**src/rtl/casr_pkg.sv**
```systemverilog
// casr_pkg: shared constants for the CASR random source and its packer.
//   CASR_WIDTH            - length of the cellular-automaton shift register
//   CASR_NTAPS            - random taps sampled per enabled cycle
//   CASR_PACKER_*         - default packer parameters
//   clog2_min1()          - $clog2 that never returns 0 (keeps vectors legal)
package casr_pkg;

  localparam int unsigned CASR_WIDTH             = 11;
  localparam int unsigned CASR_NTAPS             = 3;
  localparam int unsigned CASR_PACKER_WIDTH      = 12;
  localparam int unsigned CASR_PACKER_DEPTH      = 4;
  localparam int unsigned CASR_PACKER_RUN_LIMIT  = 32;

  function automatic int unsigned clog2_min1(input int unsigned n);
    return (n <= 1) ? 1 : $clog2(n);
  endfunction

endpackage

```
**src/rtl/casr_packer_fifo.sv**
```systemverilog
// casr_packer_fifo: synchronous first-word-fall-through FIFO with a
// registered occupancy count.
//   clk, rst_n   - clock, asynchronous active-low reset
//   clear_i      - synchronous flush, overrides push and pop
//   push_i       - write data_i (accepted if not full, or full with a pop)
//   pop_i        - discard the head word (ignored when empty)
//   data_o       - head word, 0 when empty
//   full_o       - count == DEPTH
//   empty_o      - count == 0
//   count_o      - registered occupancy
module casr_packer_fifo
  import casr_pkg::*;
#(
  parameter int unsigned WIDTH = CASR_PACKER_WIDTH,
  parameter int unsigned DEPTH = CASR_PACKER_DEPTH
) (
  input  logic                       clk,
  input  logic                       rst_n,
  input  logic                       clear_i,
  input  logic                       push_i,
  input  logic                       pop_i,
  input  logic [WIDTH-1:0]           data_i,
  output logic [WIDTH-1:0]           data_o,
  output logic                       full_o,
  output logic                       empty_o,
  output logic [$clog2(DEPTH+1)-1:0] count_o
);

  localparam int unsigned PW = $clog2(DEPTH);
  localparam int unsigned CW = $clog2(DEPTH+1);

  logic [WIDTH-1:0] mem_q [DEPTH];
  logic [PW-1:0]    wr_ptr_q, wr_ptr_d;
  logic [PW-1:0]    rd_ptr_q, rd_ptr_d;
  logic [CW-1:0]    count_q,  count_d;
  logic             pop_ok;
  logic             push_ok;

  assign empty_o = (count_q == '0);
  assign full_o  = (count_q == CW'(DEPTH));

  // Pop is evaluated first so a full FIFO can accept a push in the same cycle.
  assign pop_ok  = pop_i && !empty_o;
  assign push_ok = push_i && (!full_o || pop_ok);

  always_comb begin
    wr_ptr_d = wr_ptr_q;
    rd_ptr_d = rd_ptr_q;
    count_d  = count_q;
    if (clear_i) begin
      wr_ptr_d = '0;
      rd_ptr_d = '0;
      count_d  = '0;
    end else begin
      if (push_ok) wr_ptr_d = wr_ptr_q + PW'(1);
      if (pop_ok)  rd_ptr_d = rd_ptr_q + PW'(1);
      case ({push_ok, pop_ok})
        2'b10:   count_d = count_q + CW'(1);
        2'b01:   count_d = count_q - CW'(1);
        default: count_d = count_q;
      endcase
    end
  end

  always_ff @(posedge clk or negedge rst_n) begin
    if (!rst_n) begin
      wr_ptr_q <= '0;
      rd_ptr_q <= '0;
      count_q  <= '0;
    end else begin
      wr_ptr_q <= wr_ptr_d;
      rd_ptr_q <= rd_ptr_d;
      count_q  <= count_d;
    end
  end

  // Storage needs no reset: the head is masked to 0 whenever the FIFO is empty.
  always_ff @(posedge clk) begin
    if (push_ok && !clear_i) mem_q[wr_ptr_q] <= data_i;
  end

  assign data_o  = empty_o ? '0 : mem_q[rd_ptr_q];
  assign count_o = count_q;

endmodule

```
**src/rtl/casr_packer.sv**
```systemverilog
// casr_packer: samples the three CASR random taps on each enabled cycle,
// packs them MSB-first into WIDTH-bit words and queues the words in a
// first-word-fall-through FIFO behind a valid/ready interface.
//   clk, rst_n          - clock, asynchronous active-low reset
//   i_en                - sample {i_r2,i_r1,i_r0} this cycle
//   i_clear             - synchronous flush of packer, FIFO and flags
//   i_r0, i_r1, i_r2    - CASR random taps
//   o_data / o_valid    - FIFO head word (0 when empty) / FIFO non-empty
//   i_ready             - consumer accepts o_data
//   o_level             - FIFO occupancy
//   o_overflow          - sticky: a completed word was dropped
//   o_health_fail       - sticky: i_r0 stuck for RUN_LIMIT enabled samples
// Build option: define CASR_PACKER_HEALTH_EN to compile the r0 run-length
// health monitor; otherwise o_health_fail is tied to 0.
module casr_packer
  import casr_pkg::*;
#(
  parameter int unsigned WIDTH     = CASR_PACKER_WIDTH,
  parameter int unsigned DEPTH     = CASR_PACKER_DEPTH,
  parameter int unsigned RUN_LIMIT = CASR_PACKER_RUN_LIMIT
) (
  input  logic                       clk,
  input  logic                       rst_n,
  input  logic                       i_en,
  input  logic                       i_clear,
  input  logic                       i_r0,
  input  logic                       i_r1,
  input  logic                       i_r2,
  output logic [WIDTH-1:0]           o_data,
  output logic                       o_valid,
  input  logic                       i_ready,
  output logic [$clog2(DEPTH+1)-1:0] o_level,
  output logic                       o_overflow,
  output logic                       o_health_fail
);

  localparam int unsigned NW   = WIDTH / CASR_NTAPS;
  localparam int unsigned CNTW = clog2_min1(NW);

  logic [WIDTH-1:0] acc_q, acc_d;
  logic [WIDTH-1:0] acc_shift;
  logic [CNTW-1:0]  cnt_q, cnt_d;
  logic             last_sample;
  logic             push;
  logic             fifo_full;
  logic             fifo_empty;
  logic             ovf_q, ovf_d;

  // Truncating cast keeps {acc[WIDTH-4:0], r2, r1, r0}; also legal for WIDTH == 3.
  assign acc_shift   = WIDTH'({acc_q, i_r2, i_r1, i_r0});
  assign last_sample = (cnt_q == CNTW'(NW - 1));
  assign push        = i_en && last_sample && !i_clear;

  always_comb begin
    acc_d = acc_q;
    cnt_d = cnt_q;
    if (i_clear) begin
      acc_d = '0;
      cnt_d = '0;
    end else if (i_en) begin
      acc_d = acc_shift;
      cnt_d = last_sample ? '0 : cnt_q + CNTW'(1);
    end
  end

  // A full FIFO always has o_valid high, so the word is dropped exactly
  // when no pop is offered alongside it.
  always_comb begin
    ovf_d = ovf_q;
    if (i_clear)                          ovf_d = 1'b0;
    else if (push && fifo_full && !i_ready) ovf_d = 1'b1;
  end

  always_ff @(posedge clk or negedge rst_n) begin
    if (!rst_n) begin
      acc_q <= '0;
      cnt_q <= '0;
      ovf_q <= 1'b0;
    end else begin
      acc_q <= acc_d;
      cnt_q <= cnt_d;
      ovf_q <= ovf_d;
    end
  end

  casr_packer_fifo #(
    .WIDTH (WIDTH),
    .DEPTH (DEPTH)
  ) u_fifo (
    .clk     (clk),
    .rst_n   (rst_n),
    .clear_i (i_clear),
    .push_i  (push),
    .pop_i   (i_ready),
    .data_i  (acc_shift),
    .data_o  (o_data),
    .full_o  (fifo_full),
    .empty_o (fifo_empty),
    .count_o (o_level)
  );

  assign o_valid    = !fifo_empty;
  assign o_overflow = ovf_q;

`ifdef CASR_PACKER_HEALTH_EN
  localparam int unsigned RW = $clog2(RUN_LIMIT + 1);

  logic [RW-1:0] run_q, run_d;
  logic          prev_q, prev_d;
  logic          fail_q, fail_d;

  // run_q == 0 marks "no sample seen yet"; the run saturates at RUN_LIMIT.
  always_comb begin
    run_d  = run_q;
    prev_d = prev_q;
    fail_d = fail_q;
    if (i_clear) begin
      run_d  = '0;
      prev_d = 1'b0;
      fail_d = 1'b0;
    end else if (i_en) begin
      prev_d = i_r0;
      if (run_q == '0 || i_r0 != prev_q) run_d = RW'(1);
      else if (run_q != RW'(RUN_LIMIT))  run_d = run_q + RW'(1);
      if (run_d == RW'(RUN_LIMIT))       fail_d = 1'b1;
    end
  end

  always_ff @(posedge clk or negedge rst_n) begin
    if (!rst_n) begin
      run_q  <= '0;
      prev_q <= 1'b0;
      fail_q <= 1'b0;
    end else begin
      run_q  <= run_d;
      prev_q <= prev_d;
      fail_q <= fail_d;
    end
  end

  assign o_health_fail = fail_q;
`else
  assign o_health_fail = 1'b0;
`endif

endmodule

```
**config.mk**
```make
export PLATFORM = sky130hd
export DESIGN_NAME = casr_packer
export DESIGN_NICKNAME = d
export VERILOG_FILES = /design/src/rtl/casr_pkg.sv /design/src/rtl/casr_packer_fifo.sv /design/src/rtl/casr_packer.sv
export SDC_FILE = /design/constraint.sdc
export NUM_CORES = 1
export LEC_CHECK = 0
export ABC_AREA = 1
export CAP_MARGIN = 20
export CORE_UTILIZATION = 61
export DETAILED_ROUTE_END_ITERATION = 12
export PLACE_DENSITY_LB_ADDON = 0.2
export SLEW_MARGIN = 20
export SYNTH_ARGS = -nofsm -noshare
export SYNTH_HDL_FRONTEND = slang
export SYNTH_SLANG_ARGS = --single-unit
```
**constraint.sdc**
```tcl
create_clock -name clk -period 3.7 [get_ports clk]
set_clock_uncertainty 0.1 [all_clocks]
set_input_delay 0.37 -clock clk [delete_from_list [all_inputs] [get_ports clk]]
set_output_delay 0.37 -clock clk [all_outputs]
set_load 0.01 [all_outputs]
```
==> results.ini, run 1 <==
[clock_tree]
cts_setup_buffers=0
clock_latency_ns=0.34
cts.sinks=67
cts_made_buffers=9
cts_resized=0
htree_levels=3
clk_pin_slew_ns=0.07
cts.path.max_buffers=2
cts-root-buf=clkbuf_8
cts_tree=done
cts_hold_buf=0

[detailed_routing]
wirelength_um=5317
vias=1874
first_pass_iters=8
viasPerCell=5.561
ant_nets=0
drc=2
drtIter0Drc=147
wl_per_cell_um=15.78

[layout]
multi_input_area_sq_um=780.7
area_delta_synth_final_pct=18.32
nets=294
seq_area_sq_um=1917
antennaDiodeCount=0
post-route-util_pct=76.55
n_fill_cell=293
drive_gt1_share_pct=12.28

[worst_setup_path]
crit_path_cell_trace=inv_2 > nor2_1 > o21ai_0 > a21oi_1 > clkdlybuf4s50_1
cpLargestDelayFamily=buffers and inverters
arrival_ns=2.20
setup.worst_path.end_class=output pin
start_kind=register
required_ns=3.23
cpMaxStageDelayCell=dfrtp_1
max_stage_delay_ns=0.65
crit_type=register to output pin
critPathBufInv=2
path_max_fanout=14

[place]
gp_congestion=0.8665
detailedPlace.worstSlack_ns=1.080
dp_hpwl_um=3459
port_buffers=24

[yosys]
synth_top_area_share_pct=50.13
async_reset_ff_share_pct=28.36
ys.flop_type=edfxtp_1
syn-num-nets=267
yosysSeqAreaShare_pct=66.67
ys_types=26
syn_area_sq_um=2875
ys_top_cells_by_area=edfxtp_1 (50%), dfrtp_1 (17%), nor2_1 (7.0%)
avgSynthCellArea_sq_um=11.36
synth_edf_count=48
synth_warnings=0
yosys.area.top_type=edfxtp_1
yosys_register_bits=67
syn_inst=253

[die]
chipHeight_um=70.66
start_util_pct=64.70
dieArea_sq_um=4992
fp.dieW_um=70.66
core_sq_um=4444
placementRows=24
io_pins=26

[timing]
finalWorstSetupSlack_ns=1.030
finalSetupViolations=0
timing.slew.headroom_pct=39.30
worst_pin_slew_ns=0.9071
layout_min_cycle_time_ns=2.670
rsz0062_at_grt=no
hold_ws_ns=0.4088
fmax_mhz=374.6
fin_crit_sh_pct=72.15
hold_violations=0
tns_ns=0
slew_viol_final=0

[power]
power_density_nw_per_um2=652.4
ir_drop_v=0.0003911
leakage_nw=1.295

[global_route]
gr-total-overflow=0
gr-usage-all-layers_pct=24.25
antenna_found_initial=0
grt_pass1_vias=1848
grt_max_degree=27
grt_pass1_wl_um=8783

[outcome]
status=finished, violations left
failed_checks=DRC

[min_path]
hold_class=primary input to asynchronous set/reset pin

[job]
drv_cap=0

[cell usage after synthesis (2+ instances only)]
| master | number |
|---|---|
| a21oi_1 | 15 |
| buf_2 | 7 |
| buf_4 | 5 |
| dfrtp_1 | 19 |
| edfxtp_1 | 48 |
| ha_1 | 5 |
| inv_1 | 21 |
| inv_2 | 7 |
| nand2_1 | 8 |
| nand2_2 | 2 |
| nand3_1 | 9 |
| nand3_2 | 3 |
| nand4_1 | 2 |
| nor2_1 | 54 |
| o21ai_0 | 17 |
| o21ai_1 | 15 |
| o22ai_1 | 6 |
| xnor2_1 | 2 |
[worst reg2reg max path: stages (launching register included)]
cell and delay [ns]:
dfrtp_1 0.47, nor2_4 0.19, nand2_4 0.09, nand3_2 0.12, inv_1 0.07, fa_1 0.38
xnor2_1 0.23, inv_1 0.06, nand2_1 0.06, nand2_1 0.06, nand3_1 0.08, nand2_1 0.05
[layout by cell type (no fill, tap or decap), types with 2 or more instances in the layout]
| cell type | synthesis | layout |
|---|---|---|
| dfrtp_1 | 19 | 19 |
| nand3_2 | 3 | 3 |
| clkbuf_8 | 0 | 9 |
| nand3_1 | 9 | 9 |
| bufinv_16 | 0 | 4 |
| a21oi_1 | 15 | 15 |
| edfxtp_1 | 48 | 48 |
| inv_1 | 21 | 21 |
| inv_2 | 7 | 7 |
| nor2_1 | 54 | 54 |
| nand4_1 | 2 | 2 |
| xnor2_1 | 2 | 2 |
| ha_1 | 5 | 5 |
| o22ai_1 | 6 | 6 |
| clkdlybuf4s50_1 | 0 | 24 |
| nand2_1 | 8 | 8 |
| o21ai_1 | 15 | 15 |
| nand2_2 | 2 | 2 |
| buf_4 | 5 | 4 |
| o21ai_0 | 17 | 17 |
[path summary, 6_finish.rpt]
kind | start | slack, ns | endpoint | cells past startpoint
max in group asynchronous | rst_n | 2.57 | acc_q[6]$_DFFE_PN0P_ | 1
min reg2reg | o_overflow$_DFFE_PN0P_ | 0.44 | o_overflow$_DFFE_PN0P_ | 2
max | u_fifo.rd_ptr_q[1]$_DFFE_PN0P_ | 1.03 | o_data[8] | 5
min | rst_n | 0.41 | u_fifo.count_o[0]$_DFFE_PN0P_ | 1
max reg2reg | u_fifo.count_o[0]$_DFFE_PN0P_ | 1.63 | u_fifo.count_o[2]$_DFFE_PN0P_ | 11
min in group clk | o_overflow$_DFFE_PN0P_ | 0.44 | o_overflow$_DFFE_PN0P_ | 2
[report_power, final]
part | internal [W] | leakage [nW] | total (W) | switching [W]
combinational | 0.000254 | 0.470 | 0.000556 | 0.000302
clock | 0.000515 | 0.127 | 0.000798 | 0.000284
sequential | 0.000826 | 0.697 | 0.000865 | 0.0000392
total | 0.00159 | 1.29 | 0.00222 | 0.000624
[layer usage]
metal	GRT usage (%)	wire length, um	part of all wire [%]
met5	0	0	0
met4	11.11	72	1.4
met3	5.128	398	7.5
met2	39.37	2501	47
met1	31.97	2345	44
[metrics by stage]
step	total power, W	instance area (sq um)	std cells
after detailed placement	0.001438	3138	321
after global routing	0.002317	3402	337
after floorplan	0.001205	2875	253
after CTS	0.002227	3402	337
after global placement	0.001428	3138	321
final	0.002219	3402	337
[kinds of logic (layout without fill, tap and decap cells)]
family / after synthesis / after routing / share of synthesized area (%)
AND/OR/NAND/NOR: 82 / 82 / 13.19
flip-flops: 67 / 67 / 66.67
AO/OA/AOI/OAI: 55 / 55 / 10.36
buffers and inverters: 40 / 72 / 6.180
adder cells (fa/ha/maj): 6 / 6 / 2.872
XOR/XNOR: 2 / 2 / 0.6093
other: 1 / 1 / 0.1304
[layout make-up]
type                    instances  share of cell area (%)
inverters                      28                   3.089
clock buffers                   9                   3.641
clock inverters                 7                   4.119
repair buffers                 28                   7.944
well taps                      52                   1.912
flip-flops and latches         67                   56.34
multi-input cells             146                   22.95
[flip-flops by register name (all words and copies together) (netlist names)]
register,flops
u_fifo.mem_q,48
u_fifo.wr_ptr_q,2
cnt_q,2
acc_q,9
u_fifo.count_o,3
o_overflow,1
u_fifo.rd_ptr_q,2
Note: power is estimated with default switching activity, not from simulation.
==> inputs of run 2 (changes only) <==
--- a/config.mk
+++ b/config.mk
@@ -7,7 +7,7 @@
 export LEC_CHECK = 0
 export ABC_AREA = 1
 export CAP_MARGIN = 20
-export CORE_UTILIZATION = 61
+export CORE_UTILIZATION = 51
 export DETAILED_ROUTE_END_ITERATION = 12
 export PLACE_DENSITY_LB_ADDON = 0.2
 export SLEW_MARGIN = 20
==> constraint.sdc (replaced) <==
create_clock -name clk -period 2.2 [get_ports clk]
set_clock_uncertainty 0.1 [all_clocks]
set_input_delay 0.22 -clock clk [delete_from_list [all_inputs] [get_ports clk]]
set_output_delay 0.22 -clock clk [all_outputs]
set_load 0.01 [all_outputs]
==> run 2 against run 1 <==
The flow finishes with violations (setup timing). Global-route usage shrank 4.2 points. Register-to-register slack lost 1.5 ns. Wire length grew 4.0%. Die area grew 19%. Count of clock-buffer cells in the layout grew 3. Setup slack lost 1.0 ns. Flip-flop and latch count is the same. Total power grew 51%. Critical path depth grew 1. Design area grew 1.6%.
==> results.ini, run 2 (synthesis results as in run 1) <==
[clock_tree]
cts.sinks=67  ; unchanged
clk_pin_slew_ns=0.07  ; about the same
htree_levels=3  ; unchanged
cts.path.max_buffers=2  ; unchanged
cts_tree=done
cts_made_buffers=9  ; unchanged
cts_setup_buffers=0  ; unchanged
clock_latency_ns=0.32  ; -0.02 ns
cts-root-buf=clkbuf_8

[place]
gp_congestion=0.7787  ; -10%
port_buffers=24  ; unchanged
dp_hpwl_um=3466  ; +0.21%
detailedPlace.worstSlack_ns=0.03241  ; -1.048 ns
dpl_cell_area_sq_um=3233  ; +3.0%

[worst_setup_path]
startpoint=u_fifo.rd_ptr_q[0]$_DFFE_PN0P_
path_max_fanout=7  ; -7
start_kind=register
crit_type=register to output pin
arrival_ns=1.88  ; -0.32 ns
required_ns=1.88  ; -1.35 ns
r2r_start=u_fifo.count_o[0]$_DFFE_PN0P_
setup.worst_path.end_class=output pin

[global_route]
antenna_found_initial=0  ; unchanged
grt_pass1_vias=1810  ; -2.1%
grt_max_degree=26  ; -3.7%
gr-total-overflow=0  ; unchanged
gr-usage-all-layers_pct=20.03  ; -4.2 points
grt_pass1_wl_um=8928  ; +1.7%

[detailed_routing]
ant_nets=0  ; unchanged
vias=1894  ; +1.1%
wl_per_cell_um=15.19  ; -3.7%
wirelength_um=5528  ; +4.0%
viasPerCell=5.203  ; -6.4%
first_pass_iters=4  ; -4
drtIter0Drc=140  ; -4.8%
drc=0  ; -2

[die]
core_sq_um=5270  ; +19%
io_pins=26  ; unchanged
start_util_pct=54.56  ; -10 points
chipHeight_um=77.09  ; +9.1%
placementRows=26  ; +8.3%
dieArea_sq_um=5942  ; +19%
fp.dieW_um=77.09  ; +9.1%

[min_path]
hold_class=primary input to asynchronous set/reset pin

[layout]
max_flop_register=u_fifo.mem_q
final_common_cell=nor2_1
fin_area_sq_um=3456  ; +1.6%
final_cell_mix=nor2_1 (54), edfxtp_1 (48), inv_1 (21)
antennaDiodeCount=0  ; unchanged
largest_reg_flops=48  ; unchanged
drive_gt1_share_pct=13.95  ; +1.7 points
area_delta_synth_final_pct=20.19
nets=303  ; +3.1%

[outcome]
failed_checks=setup timing
status=finished, violations left

[timing]
rsz0062_at_grt=yes
slew_viol_final=0  ; unchanged
finalWorstSetupSlack_ns=-0.001164  ; -1.031 ns
fmax_mhz=454.3
fin_crit_sh_pct=100.1
hold_violations=0  ; unchanged
layout_min_cycle_time_ns=2.201
finalSetupViolations=1  ; +1

[job]
drv_cap=0  ; unchanged

[power]
leakage_nw=1.429  ; +10%
power_density_nw_per_um2=972.7  ; +49%
ir_drop_v=0.0005413  ; +38%

## run 2: cell type report
cell class / instances / area [sq um]
clock inverters: 4 / 42.54
repair buffers: 37 / 379.1
fillers: 401 / 1814
flip-flops and latches: 67 / 1918
multi-input cells: 146 / 780.7
clock buffers: 12 / 135.1
well taps: 70 / 87.58
inverters: 28 / 112.6
## run 2: per-layer routing
metal / wire [um] / up-vias / global-route usage, % / share of wire, %
met5: 0 / - / 0 / 0
met4: 21 / 0 / 5.094 / 0.38
met3: 312 / 4 / 5.714 / 5.6
met2: 2659 / 53 / 32.50 / 48
met1: 2534 / 907 / 26.58 / 46
li1: - / 930 / - / -
## run 2: worst max-delay path, cell delays in order (launching register included)
cell	delay [ns]
dfrtp_2	0.46
buf_4	0.19
nor2_1	0.06
nor2_1	0.07
o21ai_0	0.08
a21oi_1	0.14
clkdlybuf4s50_1	0.54
## run 2: path summary, 6_finish.rpt
path	endpoint	slack [ns]	depth (start not counted)
max reg2reg	u_fifo.count_o[2]$_DFFE_PN0P_	0.17	11
max	o_data[8]	-0.001	6
min in group clk	u_fifo.mem_q[0][5]$_DFFE_PP_	0.43	0
min reg2reg	u_fifo.mem_q[0][5]$_DFFE_PP_	0.43	0
min	u_fifo.count_o[1]$_DFFE_PN0P_	0.12	2
max in group asynchronous	u_fifo.rd_ptr_q[0]$_DFFE_PN0P_	1.65	2
## run 2: what timing repair did
item                       in CTS  in global routing
pin swaps                       0                  1
hold buffers                    0                  0
gates resized for setup         5                 13
setup endpoints to repair      12                 11
cloned                          1                  0
## run 2: metrics by stage
stage,hold WS [ns],std cells,TNS (ns),utilization [%],power (W)
after floorplan,-0.1756,253,0,-,0.002026
after global placement,0.4015,347,0,61.35,0.002438
after detailed placement,0.4040,347,0,61.35,0.002456
after CTS,0.1247,364,-0.1527,64.98,0.003393
after global routing,0.1563,364,-0.1782,65.57,0.003530
final,0.1245,364,-0.001164,65.57,0.003361
## run 2: where the power goes
part           leakage [nW]  switching, W  internal (W)  total, W
Combinational         0.644      0.000536      0.000431  0.000967
Sequential            0.696     0.0000677       0.00139   0.00146
Clock                0.0894      0.000419      0.000516  0.000935
==> inputs of run 3 (changes only) <==
--- a/config.mk
+++ b/config.mk
@@ -7,9 +7,9 @@
 export LEC_CHECK = 0
 export ABC_AREA = 1
 export CAP_MARGIN = 20
-export CORE_UTILIZATION = 51
+export CORE_UTILIZATION = 56
 export DETAILED_ROUTE_END_ITERATION = 12
-export PLACE_DENSITY_LB_ADDON = 0.2
+export PLACE_DENSITY = 0.78
 export SLEW_MARGIN = 20
 export SYNTH_ARGS = -nofsm -noshare
 export SYNTH_HDL_FRONTEND = slang
==> constraint.sdc (replaced) <==
create_clock -name clk -period 2.4 [get_ports clk]
set_clock_uncertainty 0.1 [all_clocks]
set_input_delay 0.24 -clock clk [delete_from_list [all_inputs] [get_ports clk]]
set_output_delay 0.24 -clock clk [all_outputs]
set_load 0.01 [all_outputs]
==> run 3 against run 2 <==
The run now ends clean. Clock power grew 8%. Non-clock buffer count shrank 2. Combinational power shrank 7.2%. Core utilization grew 5.8 points. Via count grew 0.58%. Die area shrank 8.7%. Count of clock-buffer cells in the layout shrank 3. Sequential power shrank 8%. Highest routed layer unchanged.
==> results.ini, run 3 (synthesis results as in run 1) <==
[outcome]
status=complete, no violations

[worst_setup_path]
reg2reg_to=u_fifo.count_o[2]$_DFFE_PN0P_
r2r_start=u_fifo.count_o[0]$_DFFE_PN0P_
rrSetupSlack_ns=0.35  ; +0.18 ns
setup.worst_path.end_class=output pin
start_kind=register
required_ns=2.06  ; +0.18 ns
path_max_fanout=15  ; +8
rr_worst_depth=11  ; unchanged
crit_type=register to output pin
arrival_ns=1.91  ; +0.03 ns

[global_route]
gr-total-overflow=0  ; unchanged
grt_pass1_vias=1892  ; +4.5%
grt_pass1_wl_um=9390  ; +5.2%
antenna_found_initial=0  ; unchanged
grt_max_degree=26  ; unchanged
gr-usage-all-layers_pct=24.50  ; +4.5 points

[timing]
tns_ns=0  ; +0.001164 ns
finalSetupViolations=0  ; -1
slew_viol_final=0  ; unchanged
rsz0062_at_grt=no
hold_violations=0  ; unchanged
layout_min_cycle_time_ns=2.250
fmax_mhz=444.4
fin_crit_sh_pct=93.75

[place]
port_buffers=24  ; unchanged
gp_congestion=0.8089  ; +3.9%
dp_hpwl_um=3564  ; +2.8%
dpl_cell_area_sq_um=3209  ; -0.74%

[min_path]
hold_class=primary input to asynchronous set/reset pin

[layout]
fin_area_sq_um=3437  ; -0.54%
nets=301  ; -0.66%
final_cell_mix=nor2_1 (54), edfxtp_1 (48), clkdlybuf4s50_1 (23)
drive_gt1_share_pct=15.41  ; +1.5 points
final_common_cell=nor2_1
antennaDiodeCount=0  ; unchanged
area_delta_synth_final_pct=19.54
largest_reg_flops=48  ; unchanged
max_flop_register=u_fifo.mem_q

[clock_tree]
cts-root-buf=clkbuf_8
htree_levels=3  ; unchanged
cts_setup_buffers=0  ; unchanged
cts.path.max_buffers=2  ; unchanged
cts.sinks=67  ; unchanged
cts_tree=done
cts_made_buffers=9  ; unchanged
clock_latency_ns=0.34  ; +0.02 ns
clk_pin_slew_ns=0.07  ; about the same

[power]
ir_drop_v=0.0005709  ; +5.5%
leakage_nw=1.316  ; -7.9%
power_density_nw_per_um2=944.8  ; -2.9%

[detailed_routing]
drc=0  ; unchanged
wl_per_cell_um=15.92  ; +4.8%
wirelength_um=5714  ; +3.4%
vias=1905  ; +0.58%
first_pass_iters=4  ; unchanged
ant_nets=0  ; unchanged
viasPerCell=5.306  ; +2.0%
drtIter0Drc=169  ; +21%

[die]
core_sq_um=4817  ; -8.6%
chipHeight_um=73.66  ; -4.4%
dieArea_sq_um=5425  ; -8.7%
fp.dieW_um=73.66  ; -4.4%
start_util_pct=59.69  ; +5.1 points
io_pins=26  ; unchanged
placementRows=25  ; -3.8%

[job]
drv_cap=0  ; unchanged

[run 3: cell count changes in the layout (fill, tap and decap cells not counted), moves of 2 or more]
| cell | previous run | this run |
|---|---|---|
| dlymetal6s2s_1 | 9 | 1 |
| clkbuf_1 | 3 | 0 |
| clkinv_1 | 2 | 0 |
| clkinvlp_4 | 0 | 3 |
| clkdlybuf4s50_1 | 14 | 23 |
[run 3: critical path: stages, from the launching register on]
cell	delay, ns
dfrtp_2	0.42
buf_6	0.19
nor2_1	0.07
nor2_1	0.08
o21ai_0	0.10
a21oi_1	0.16
clkdlybuf4s50_1	0.56
[run 3: layout make-up]
| class | count | area, sq um |
|---|---|---|
| Multi-Input combinational cell | 146 | 780.7 |
| Tap cell | 67 | 83.83 |
| Inverter | 28 | 107.6 |
| Clock buffer | 9 | 123.9 |
| Clock inverter | 7 | 92.59 |
| Sequential cell | 67 | 1919 |
| Timing Repair Buffer | 35 | 329.1 |
| Fill cell | 359 | 1380 |
[run 3: how the worst max path moves through the flow]
stage	slack, ns	to	from	cells after the start
after global routing	0.03	o_data[7]	u_fifo.rd_ptr_q[0]$_DFFE_PN0P_	6
after detailed placement	0.19	u_fifo.count_o[2]$_DFFE_PN0P_	i_clear	12
after CTS	0.03	o_data[3]	u_fifo.rd_ptr_q[1]$_DFFE_PN0P_	5
final	0.15	o_data[6]	u_fifo.rd_ptr_q[0]$_DFFE_PN0P_	6
after floorplan	0.48	u_fifo.count_o[2]$_DFFE_PN0P_	u_fifo.count_o[0]$_DFFE_PN0P_	11
after global placement	0.26	u_fifo.count_o[2]$_DFFE_PN0P_	i_clear	12
[run 3: per-stage QoR]
step                      hold slack, ns  std cells  worst slack [ns]  util (%)  total power [W]
after detailed placement          0.4089        343            0.1879     66.62         0.002249
final                             0.1355        359            0.1500     71.35         0.003247
after floorplan                  -0.1556        253            0.4805         -         0.001857
after global placement            0.3967        343            0.2589     66.62         0.002220
after CTS                         0.1383        359           0.03166     71.17         0.003256
after global routing              0.1661        359           0.02739     71.35         0.003400
[run 3: repair_timing]
action                                  CTS  global route
gates resized for setup                   1             4
hold endpoints to repair                  0             0
endpoints found under the setup margin    1             8
pin swaps                                 0             0
hold buffers                              0             0
[run 3: power breakdown]
part	switching, W	internal [W]
combinational	0.000488	0.000409
sequential	0.0000630	0.00128
clock	0.000432	0.000580
total	0.000983	0.00226
[run 3: metal layers]
metal  GRT usage (%)  part of all wire, %  up-vias
li1                -                    -      932
met1           31.36                   42      897
met2           39.04                   50       59
met3           5.761                  5.0       17
met4           12.82                  2.5        0
met5               0                    0        -
